<file path="config.mk">
export PLATFORM = sky130hd
export DESIGN_NAME = pc_fetch_unit
export DESIGN_NICKNAME = d
export VERILOG_FILES = /design/src/rtl/pc_fetch_unit_pkg.sv /design/src/rtl/pc_fetch_unit_pc_next_mux.sv /design/src/rtl/pc_fetch_unit.sv
export SDC_FILE = /design/constraint.sdc
export NUM_CORES = 1
export LEC_CHECK = 0
export BUFFER_PORTS_ARGS = -buffer_cell sky130_fd_sc_hd__buf_2
export CAP_MARGIN = 30
export CORE_MARGIN = 2
export CORE_UTILIZATION = 46
export CTS_CLUSTER_SIZE = 25
export DETAILED_ROUTE_END_ITERATION = 7
export GPL_TIMING_DRIVEN = 1
export PLACE_DENSITY = 0.82
export SKIP_LAST_GASP = 1
export SLEW_MARGIN = 20
export SYNTH_ARGS = -nofsm -noshare
export SYNTH_HDL_FRONTEND = slang
export SYNTH_SLANG_ARGS = --single-unit
</file>
<file path="constraint.sdc">
create_clock -name clk -period 2.5 [get_ports clk]
set_input_delay 0.25 -clock clk [delete_from_list [all_inputs] [get_ports clk]]
set_output_delay 0.25 -clock clk [all_outputs]
set_load 0.005 [all_outputs]
</file>
<file path="src/rtl/pc_fetch_unit_pkg.sv">
// Shared definitions for the fetch unit and the decode-stage PC-select logic.
package pc_fetch_unit_pkg;

    // PC-select codes produced by decode and consumed by fetch
    localparam logic [1:0] PCSEL_PLUS4 = 2'b00;
    localparam logic [1:0] PCSEL_JAL   = 2'b01;
    localparam logic [1:0] PCSEL_BR    = 2'b10;
    localparam logic [1:0] PCSEL_RSVD  = 2'b11;

    // Fetch sequencing states
    typedef enum logic {
        ST_BOOT = 1'b0,
        ST_RUN  = 1'b1
    } state_e;

    // A taken JAL or branch/JALR changes control flow
    function automatic logic is_redirect(input logic [1:0] sel);
        return (sel == PCSEL_JAL) || (sel == PCSEL_BR);
    endfunction

endpackage

</file>
<file path="src/rtl/pc_fetch_unit_pc_next_mux.sv">
// Next-PC selection: priority mux plus sequential adder, no state.
module pc_next_mux
    import pc_fetch_unit_pkg::*;
#(
    parameter logic [31:0] RESET_PC = 32'h4000_0000
) (
    input  logic        boot_i,
    input  logic        stall_i,
    input  logic [1:0]  pc_sel_i,
    input  logic [31:0] pc_q_i,
    input  logic [31:0] jal_target_i,
    input  logic [31:0] br_target_i,
    output logic [31:0] pc_next_o
);

    // Redirects beat stall: a stalled instruction is wrong-path once a redirect fires.
    // The reserved code falls through to the sequential path.
    always_comb begin
        pc_next_o = pc_q_i + 32'd4;
        if (boot_i) begin
            pc_next_o = RESET_PC;
        end else if (pc_sel_i == PCSEL_BR) begin
            pc_next_o = br_target_i;
        end else if (pc_sel_i == PCSEL_JAL) begin
            pc_next_o = jal_target_i;
        end else if (stall_i) begin
            pc_next_o = pc_q_i;
        end
    end

endmodule

</file>
<file path="src/rtl/pc_fetch_unit.sv">
// PC register, IMEM/BIOS fetch addressing, wrong-path squash and redirect counting.
module pc_fetch_unit
    import pc_fetch_unit_pkg::*;
#(
    parameter logic [31:0] RESET_PC = 32'h4000_0000,
    parameter int          CNT_W    = 32
) (
    input  logic             clk,
    input  logic             rst_n,
    input  logic             stall,
    input  logic [1:0]       pc_sel,
    input  logic [31:0]      jal_target,
    input  logic [31:0]      br_target,
    output logic [31:0]      imem_addr,
    output logic             imem_en,
    output logic [31:0]      fetch_pc,
    output logic             fetch_valid,
    output logic             kill_id,
    output logic             sel_err,
    output logic [CNT_W-1:0] redirect_cnt
);

    state_e             state_q, state_d;
    logic [31:0]        pc_q;
    logic [31:0]        pc_d;
    logic               sel_err_q;
    logic [CNT_W-1:0]   cnt_q;
    logic               redirect;
    logic               rsvd_seen;

    pc_next_mux #(
        .RESET_PC (RESET_PC)
    ) u_pc_next_mux (
        .boot_i       (state_q == ST_BOOT),
        .stall_i      (stall),
        .pc_sel_i     (pc_sel),
        .pc_q_i       (pc_q),
        .jal_target_i (jal_target),
        .br_target_i  (br_target),
        .pc_next_o    (pc_d)
    );

    // Next state and fetch tagging; reset forces the memory port idle
    always_comb begin
        state_d     = state_q;
        imem_en     = 1'b0;
        fetch_valid = 1'b0;
        kill_id     = 1'b0;
        redirect    = 1'b0;
        rsvd_seen   = 1'b0;
        if (!rst_n) begin
            state_d = ST_BOOT;
        end else begin
            case (state_q)
                ST_BOOT: begin
                    imem_en = 1'b1;
                    state_d = ST_RUN;
                end
                ST_RUN: begin
                    imem_en  = 1'b1;
                    redirect = is_redirect(pc_sel);
                    case (pc_sel)
                        PCSEL_JAL:  fetch_valid = 1'b0;
                        PCSEL_BR:   kill_id     = 1'b1;
                        PCSEL_RSVD: begin
                            fetch_valid = 1'b1;
                            rsvd_seen   = 1'b1;
                        end
                        default:    fetch_valid = 1'b1;
                    endcase
                end
                default: state_d = ST_BOOT;
            endcase
        end
    end

    // State, PC, sticky error flag and redirect counter
    always_ff @(posedge clk) begin
        if (!rst_n) begin
            state_q   <= ST_BOOT;
            pc_q      <= RESET_PC;
            sel_err_q <= 1'b0;
            cnt_q     <= '0;
        end else begin
            state_q <= state_d;
            pc_q    <= pc_d;
            if (rsvd_seen) begin
                sel_err_q <= 1'b1;
            end
            if (redirect) begin
                cnt_q <= cnt_q + CNT_W'(1);
            end
        end
    end

    assign imem_addr    = rst_n ? pc_d : RESET_PC;
    assign fetch_pc     = pc_q;
    assign sel_err      = sel_err_q;
    assign redirect_cnt = cnt_q;

endmodule

</file>
==> results.cfg, run 1 <==
[run_status]
outcome = finished, violations left
failed_checks = negative setup slack

[floorplanning]
rows = 31
dieHeight_um = 90.69
core-area_um2 = 7253
initial_core_util = 0.4766
die_area_um2 = 8225
num_ports = 169
dieWidth_um = 90.69

[final_layout]
postLayoutCellArea_um2 = 4843
fillCellCount = 615
insertedDiodeCount = 0
area_growth_pct = 40.10
final_net_count = 654
post_route_cells_drive_above_1_share = 0.4085

[routing]
drc = 0
detail_route.wirelength_mm = 11.36
vias = 3857
post_drt_wl_per_cell_um = 16.61
dr.pass1.iters = 6
drtAntennaViolNets = 0
drtIter0Drc = 183
routed_via_density = 5.639

[cts]
clockRootBuffer = clkbuf_8
tritoncts_clock_tree = built
clkSlewWorstSetupHoldPaths_ps = 80
clock_network_latency_to_the_later_pin_of_the_worst_skew_pair_ps = 340
cts_made_buffers = 9
ctsHtreeMaxLevel = 3
clock-sinks = 66
cts-root-to-sink-buffers = 2

[pwr]
pwr-share-comb = 0.108
worst_ir_drop_vdd_uv = 323.6
internal_power_uw = 1880
p_leak_uw = 0.002172
netSwitchingFraction = 0.2510
power_frac_clock = 0.451
report.power.total_uw = 2510
power_frac_seq = 0.441
power_density_nw_per_um2 = 518.1
switching_power_uw = 630.0

[global_routing]
grt_use_total = 0.2620
grt_antenna_before_repair = 0
grt_first_pass_wirelength_mm = 17.56
grt_pass1_vias = 3622
grt_overflow_total = 0
largest_net_degree_at_the_start_of_global_routing = 31

[hold_path]
min-delay-path-class = in2reg
hold_path.startpoint = rst_n
hold_path_end = state_q
hold_depth = 1

[sta]
fmax_mhz = 399.7
whs_ps = 148.9
finalClockSkew_ps = 9.464
worst_pin_slew_ps = 911.8
final_worst_setup_slack_ps = -1.707
setup-violations-final = 1
final-hold-violation-count = 0
slew_violations = 0
rsz_0062_raised_after_global_routing = yes
final_min_period_over_clock_period = 1.001
timing.slew.headroom = 0.3914
post-route-min-period_ps = 2502

[synth]
average_size_of_a_mapped_cell_um2 = 8.473
synth_top_flop_cell = dfxtp_1
synth_area_um2 = 3457
syn_warnings = 0
synth.lib_cells_used.distinct = 48
ys_seq_area_frac = 0.3822
synth_nets = 482
postSynth.asyncResetShare = 0
synthesis.instances = 408
synth_edf_count = 0
synth_seq_cells = 66

[critical_path]
timing.rr.end = redirect_cnt[31]
crit_required_ps = 2250
r2r-start = redirect_cnt[12]
reg2reg_slack_ps = 440
critPathCaptureType = primary output
critical_path.startpoint_type = flip-flop
setup_cp_type = reg2out
worst-r2r-cell-count = 5
cp_data_arrival_time_ps = 2250
timing.critical_path.fanout_max = 5

[flow_run]
maximum_capacitance_violations = 0

[place]
detailed_place_hpwl_mm = 8.221
gp_routability_congestion = 0.9560
placed_cell_area_um2 = 4427
io_buffers = 168
## layout by cell type (no fill, tap or decap), drive strengths merged, types with 6 or more instances in the layout
| master | n |
|---|---|
| o22ai | 13 |
| nor4 | 17 |
| nor2 | 47 |
| buf | 183 |
| a22oi | 15 |
| clkbuf | 9 |
| xor2 | 27 |
| and3 | 6 |
| nand3 | 29 |
| o21ai | 9 |
| a21oi | 17 |
| nand4 | 18 |
| dfxtp | 66 |
| mux2i | 6 |
| xnor2 | 26 |
| and2 | 7 |
| nand2 | 25 |
| inv | 12 |
## registers in the layout (all words and copies together), names as in the netlist
| name | flops |
|---|---|
| fetch_pc | 32 |
| state_q | 1 |
| sel_err | 1 |
| redirect_cnt | 32 |
## through the flow
| stage | util | std cells | setup WS [ps] | TNS, ps |
|---|---|---|---|---|
| global route | 0.6678 | 684 | -64.39 | -239.6 |
| CTS | 0.6483 | 681 | -7.645 | -10.94 |
| finish | 0.6678 | 684 | -1.707 | -1.707 |
| global placement | 0.6103 | 665 | 286.3 | 0 |
| detailed placement | 0.6103 | 665 | 244.0 | 0 |
| floorplan | - | 408 | 513.8 | 0 |
## logic make-up after synthesis
logic type,Yosys count,synth area share
AOI/OAI and AO/OA,72,0.1372
xor gates and xnor gates,53,0.1343
adders and majority gates,5,0.01810
buffers and inverters,33,0.03764
DFF,66,0.3822
muxes,6,0.01737
and+or+nand+nor,173,0.2733
## synth_stat cells (2+ instances only)
library cell / count / area share
or4_1: 2 / 0.0043
nand2_1: 25 / 0.027
and3_1: 6 / 0.011
o31ai_1: 3 / 0.0065
clkbuf_1: 16 / 0.017
xor2_1: 27 / 0.068
nand4b_1: 2 / 0.0051
xnor2_1: 26 / 0.066
nor3b_1: 2 / 0.0043
a22oi_1: 15 / 0.033
nor4_1: 15 / 0.027
dfxtp_1: 66 / 0.38
ha_1: 5 / 0.018
nand4_1: 17 / 0.031
inv_1: 10 / 0.011
nor4_4: 2 / 0.012
or3_1: 2 / 0.0036
buf_1: 4 / 0.0043
nor3_1: 2 / 0.0029
nor2_1: 46 / 0.050
o211ai_1: 3 / 0.0065
o21ai_0: 9 / 0.013
nand3_1: 28 / 0.041
and2_1: 6 / 0.011
o31a_1: 3 / 0.0076
or2_2: 2 / 0.0036
and4_1: 2 / 0.0051
o22ai_1: 13 / 0.024
o41ai_1: 2 / 0.0051
nor2b_1: 5 / 0.0090
o221ai_1: 4 / 0.010
mux2i_1: 6 / 0.017
a21oi_1: 17 / 0.025
## how the worst max path moves through the flow
stage / start / to / slack (ps) / depth (start not counted)
global placement: fetch_pc[7] / imem_addr[31] / 290 / 6
detailed placement: fetch_pc[7] / imem_addr[27] / 240 / 6
floorplan: pc_sel[0] / redirect_cnt[30] / 510 / 7
finish: fetch_pc[19] / imem_addr[23] / -2 / 6
CTS: fetch_pc[7] / imem_addr[31] / -8 / 6
global route: fetch_pc[20] / imem_addr[23] / -60 / 6
## layer usage
metal  GRT usage  share of wire  wire [um]
met2      0.4621           0.51       5786
met5           0              0          0
met4      0.1064          0.026        294
met1      0.3032           0.38       4364
met3     0.06260          0.080        911
## power groups by stage
stage | clock (uW) | combinational (uW) | sequential [uW]
floorplan | 0 | 122 | 1130
global placement | 0 | 260 | 1130
detailed placement | 0 | 263 | 1130
CTS | 1150 | 265 | 1110
global route | 1200 | 294 | 1110
finish | 1130 | 271 | 1110
## area by class of cell
class | instances | area [um^2] | share of cell area
Timing Repair Buffer | 183 | 953.4 | 0.1968
Tap cell | 99 | 123.9 | 0.02557
Inverter | 10 | 37.54 | 0.007750
Clock buffer | 9 | 123.9 | 0.02557
Clock inverter | 7 | 125.1 | 0.02583
Sequential cell | 66 | 1345 | 0.2777
Multi-Input combinational cell | 310 | 2135 | 0.4407
## worst max-delay path, stage by stage (launching register included)
cell and delay [ps]:
dfxtp_4 380, nand4_1 210, or4_4 540, o31a_1 310
o31ai_1 210, a21oi_1 120, buf_2 140
## repair_timing
item | CTS | global route
hold buffers | 0 | 0
endpoints found under the hold margin | 0 | 0
setup buffers | 0 | 2
pin swaps | 0 | 0
resized for setup | 5 | 32
endpoints found under the setup margin | 13 | 19
cloned | 0 | 1
Note: power is estimated with default switching activity, not from simulation.
==> run 2: changes to the inputs <==
Clock period 2.5 ns to 2.6 ns, I/O delays scaled along.
==> run 2 against run 1 <==
The run now ends clean. Combinational power is 6% lower. Worst setup slack gained 91 ps. Global-route usage shrank 0.78 points. First-iteration DRC count down 34%. Register-to-register slack improved by 140 ps. Clock power decreased by 4%. Via count down 3.0%. Power down 4.2%. Critical path depth is the same. Flip-flop and latch count did not move. Worst hold slack improved by 0.57 ps. Critical path type unchanged.
==> results.cfg, run 2 (synthesis gave the netlist of run 1 again) <==
[floorplanning]
rows = 31
dieWidth_um = 90.69
core-area_um2 = 7253
num_ports = 169
dieHeight_um = 90.69
die_area_um2 = 8225
initial_core_util = 0.4766

[critical_path]
cp_data_arrival_time_ps = 2250
crit_required_ps = 2340
setup_cp_type = reg2out
critical_path.startpoint_type = flip-flop
cp_delay_by_family_top = simple AND/OR/NAND/NOR gates
critical-path-max-stage-delay_ps = 610
crit_path_cell_trace = nand3_1 > or4_4 > nor4_1 > xnor2_1 > o22ai_1 > buf_2
critPathSlowestCell = or4_4
timing.critical_path.fanout_max = 10
critical_path_buf_inv_count = 1
critPathCaptureType = primary output

[global_routing]
grt_first_pass_wirelength_mm = 17.06
grt_overflow_total = 0
grt_use_total = 0.2541
grt_antenna_before_repair = 0
grt_pass1_vias = 3516
largest_net_degree_at_the_start_of_global_routing = 31

[sta]
fmax_mhz = 398.3
final-hold-violation-count = 0
finalClockSkew_ps = 11.11
post-route-min-period_ps = 2511
slew_violations = 0
finalSetupTns_ps = 0
final_worst_setup_slack_ps = 89.38
rsz_0062_raised_after_global_routing = yes
final_min_period_over_clock_period = 0.9656
setup-violations-final = 0
worst_pin_slew_ps = 883.2
timing.slew.headroom = 0.4106

[cts]
clkSlewWorstSetupHoldPaths_ps = 80
cts-root-to-sink-buffers = 2
clock-sinks = 66
ctsHtreeMaxLevel = 3
clockRootBuffer = clkbuf_8
tritoncts_clock_tree = built
cts_made_buffers = 9
hold_buffers = 0
clock_network_latency_to_the_later_pin_of_the_worst_skew_pair_ps = 350

[final_layout]
post_route_cells_drive_above_1_share = 0.3729
area_growth_pct = 36.45
layout.core_utilization = 0.6503
fillCellCount = 630
insertedDiodeCount = 0
final_net_count = 651
commonest_non_fill_non_tap_cells_in_the_layout = 168 x buf_2, 63 x dfxtp_1, 46 x nor2_1
layout_commonest_cell = buf_2

[routing]
dr.pass1.iters = 4
drtAntennaViolNets = 0
routed_via_density = 5.496
vias = 3743
drtIter0Drc = 120
post_drt_wl_per_cell_um = 15.72
drc = 0
detail_route.wirelength_mm = 10.70

[place]
detailed_place_hpwl_mm = 8.091
io_buffers = 168
detailedPlace.worstSlack_ps = 315.3
gp_routability_congestion = 0.9164

[pwr]
worst_ir_drop_vdd_uv = 375.8
p_leak_uw = 0.002099
power_density_nw_per_um2 = 509.9

[flow_run]
maximum_capacitance_violations = 0

[run_status]
outcome = finished, final reports clean

[hold_path]
min-delay-path-class = in2reg
run 2: cell type report:
| cell class | instances | area (um^2) | area share |
|---|---|---|---|
| clock buffers | 9 | 123.9 | 0.02626 |
| well taps | 99 | 123.9 | 0.02626 |
| flip-flops and latches | 66 | 1325 | 0.2809 |
| multi-input cells | 309 | 2043 | 0.4332 |
| clock inverters | 7 | 125.1 | 0.02653 |
| inverters | 10 | 37.54 | 0.007958 |
| repair buffers | 181 | 938.4 | 0.1989 |
run 2: layer usage:
metal  vias to the layer above  part of all wire  global-route usage
met5                         -                 0                   0
met4                         0             0.015             0.06538
met3                        16             0.082             0.07429
met2                       144              0.50              0.4639
met1                      1770              0.40              0.2879
li1                       1813                 -                   -
run 2: metrics by stage:
stage / cells / hold slack (ps) / cell area (um^2) / total power (uW)
finish: 681 / 149.4 / 4717 / 2405
detailed placement: 665 / 453.8 / 4427 / 1339
floorplan: 408 / 287.7 / 3457 / 1202
CTS: 681 / 138.2 / 4682 / 2416
global route: 681 / 139.0 / 4717 / 2497
global placement: 665 / 448.4 / 4427 / 1332
run 2: power by group:
group	total [uW]	internal, uW	switching, uW	leakage [uW]
combinational	254	124	131	0.00144
sequential	1060	1030	28.1	0.000537
clock	1090	647	441	0.000124
total	2400	1810	600	0.00210
run 2: what timing repair did:
| action | CTS | global route |
|---|---|---|
| gates resized for setup | 2 | 9 |
| endpoints found under the setup margin | 7 | 14 |
| buffers inserted | 0 | 0 |
| pin swaps | 0 | 0 |
run 2: final timing paths:
check / start / endpoint / slack, ps / cells after the start
worst max-delay path: fetch_pc[8] / imem_addr[25] / 90 / 6
worst min-delay path: rst_n / state_q / 150 / 1
worst max register to register: redirect_cnt[11] / redirect_cnt[31] / 580 / 5
worst min register to register: sel_err / sel_err / 470 / 2
==> run 3: changes to the inputs <==
Settings changed: CELL_PAD_IN_SITES_DETAIL_PLACEMENT from default to 1, CELL_PAD_IN_SITES_GLOBAL_PLACEMENT from default to 1, CORE_UTILIZATION 46 to 33, PLACE_DENSITY 0.82 to 0.83.
==> run 3 against run 2 <==
Via count up 1.3%. Power is 2.5% lower. First-iteration DRC count increased by 18%. Sequential power is essentially flat.
==> results.cfg, run 3 (synthesis gave the netlist of run 1 again) <==
[sta]
rsz_0062_raised_after_global_routing = yes
timing.slew.headroom = 0.6245
worst_pin_slew_ps = 559.0
fmax_mhz = 394.5
slew_violations = 0
final_min_period_over_clock_period = 0.9749
finalClockSkew_ps = 12.00
setup-violations-final = 0
post-route-min-period_ps = 2535
final-hold-violation-count = 0
finalSetupTns_ps = 0

[cts]
clock-sinks = 66
ctsHtreeMaxLevel = 3
clockRootBuffer = clkbuf_8
hold_buffers = 0
cts-root-to-sink-buffers = 2
tritoncts_clock_tree = built
cts_made_buffers = 9
clock_network_latency_to_the_later_pin_of_the_worst_skew_pair_ps = 350
clkSlewWorstSetupHoldPaths_ps = 80

[critical_path]
cp_data_arrival_time_ps = 2270
critPathCaptureType = primary output
critical_path_buf_inv_count = 1
cp_delay_by_family_top = simple AND/OR/NAND/NOR gates
setup_cp_type = reg2out
reg2reg_slack_ps = 530
critical_path.startpoint_type = flip-flop
crit_required_ps = 2340
critical-path-max-stage-delay_ps = 520
timing.critical_path.fanout_max = 7
crit_path_cell_trace = nand4_1 > or4_4 > o31a_1 > o31ai_1 > a21oi_1 > buf_2
critPathSlowestCell = or4_4

[final_layout]
final_net_count = 654
area_growth_pct = 41.73
layout.core_utilization = 0.4789
commonest_non_fill_non_tap_cells_in_the_layout = 168 x buf_2, 56 x dfxtp_1, 46 x nor2_1
fillCellCount = 1264
layout_commonest_cell = buf_2
post_route_cells_drive_above_1_share = 0.4103
insertedDiodeCount = 0

[floorplanning]
initial_core_util = 0.3379
dieWidth_um = 106.4
die_area_um2 = 11310
core-area_um2 = 10230
dieHeight_um = 106.4
num_ports = 169
rows = 37

[global_routing]
grt_antenna_before_repair = 1
grt_pass1_vias = 3842
grt_first_pass_wirelength_mm = 19.54
top_usage_layer = met2
gr-usage-met1 = 0.2469
gr-usage-met3 = 0.06560
grt.met2_usage = 0.3970
grt_overflow_total = 0
grt_use_total = 0.2188
largest_net_degree_at_the_start_of_global_routing = 31

[run_status]
outcome = finished, final reports clean

[routing]
drtIter0Drc = 142
detail_route.wirelength_mm = 12.63
drc = 0
vias = 3792
routed_via_density = 5.259
dr.pass1.iters = 4
post_drt_wl_per_cell_um = 17.51
drtAntennaViolNets = 0

[pwr]
p_leak_uw = 0.002172
worst_ir_drop_vdd_uv = 242.4
power_density_nw_per_um2 = 478.8

[flow_run]
maximum_capacitance_violations = 0

[place]
gp_routability_congestion = 0.8620
io_buffers = 168
detailed_place_hpwl_mm = 9.355

[hold_path]
min-delay-path-class = in2reg
==> run 3: what timing repair did <==
item                                    4_1_cts  5_1_grt
endpoints found under the setup margin       10       23
endpoints found under the hold margin         0        0
pin swaps                                     0        1
gates resized for setup                       6       30
buffers inserted                              0        1
gates cloned                                  0        1
==> run 3: layout make-up <==
class | count | area (um^2) | area share
flip-flops and latches | 66 | 1334 | 0.2722
repair buffers | 183 | 973.4 | 0.1987
well taps | 136 | 170.2 | 0.03473
multi-input cells | 310 | 2157 | 0.4402
inverters | 10 | 37.54 | 0.007661
clock buffers | 9 | 123.9 | 0.02528
clock inverters | 7 | 103.9 | 0.02120
==> run 3: metrics by stage <==
stage	hold WS, ps	cell area (um^2)	instances	total power (uW)	setup slack, ps
after CTS	126.7	4732	718	2354	-3.839
after detailed placement	459.0	4473	702	1350	273.0
after global placement	450.7	4473	702	1343	286.4
after floorplan	287.7	3457	408	1202	603.8
after global routing	133.4	4900	721	2447	-41.17
final	145.4	4900	721	2346	65.25
==> run 3: worst register-to-register path, stage by stage, from the launching register on <==
cell and delay, ps:
dfxtp_1 450, nand4_2 190, nor4_4 570, nand3_4 150
or4_1 500, a21oi_1 150
==> run 3: routing by layer <==
layer  wire length, um  vias up
met1              5190     1824
met5                 7        -
met4               180        2
met3               929       19
li1                  -     1815
met2              6316      132
==> run 3: path summary, 6_finish.rpt <==
kind              cells past startpoint        startpoint          endpoint
setup reg to reg                      5  redirect_cnt[12]  redirect_cnt[31]
hold reg to reg                       2           sel_err           sel_err
hold / removal                        1             rst_n           state_q
setup / recovery                      6      fetch_pc[18]     imem_addr[23]
==> run 3: power by group <==
group          leakage [uW]  internal (uW)  switching, uW
combinational       0.00152            129            143
clock              0.000114            548            460
sequential         0.000540           1040           31.6
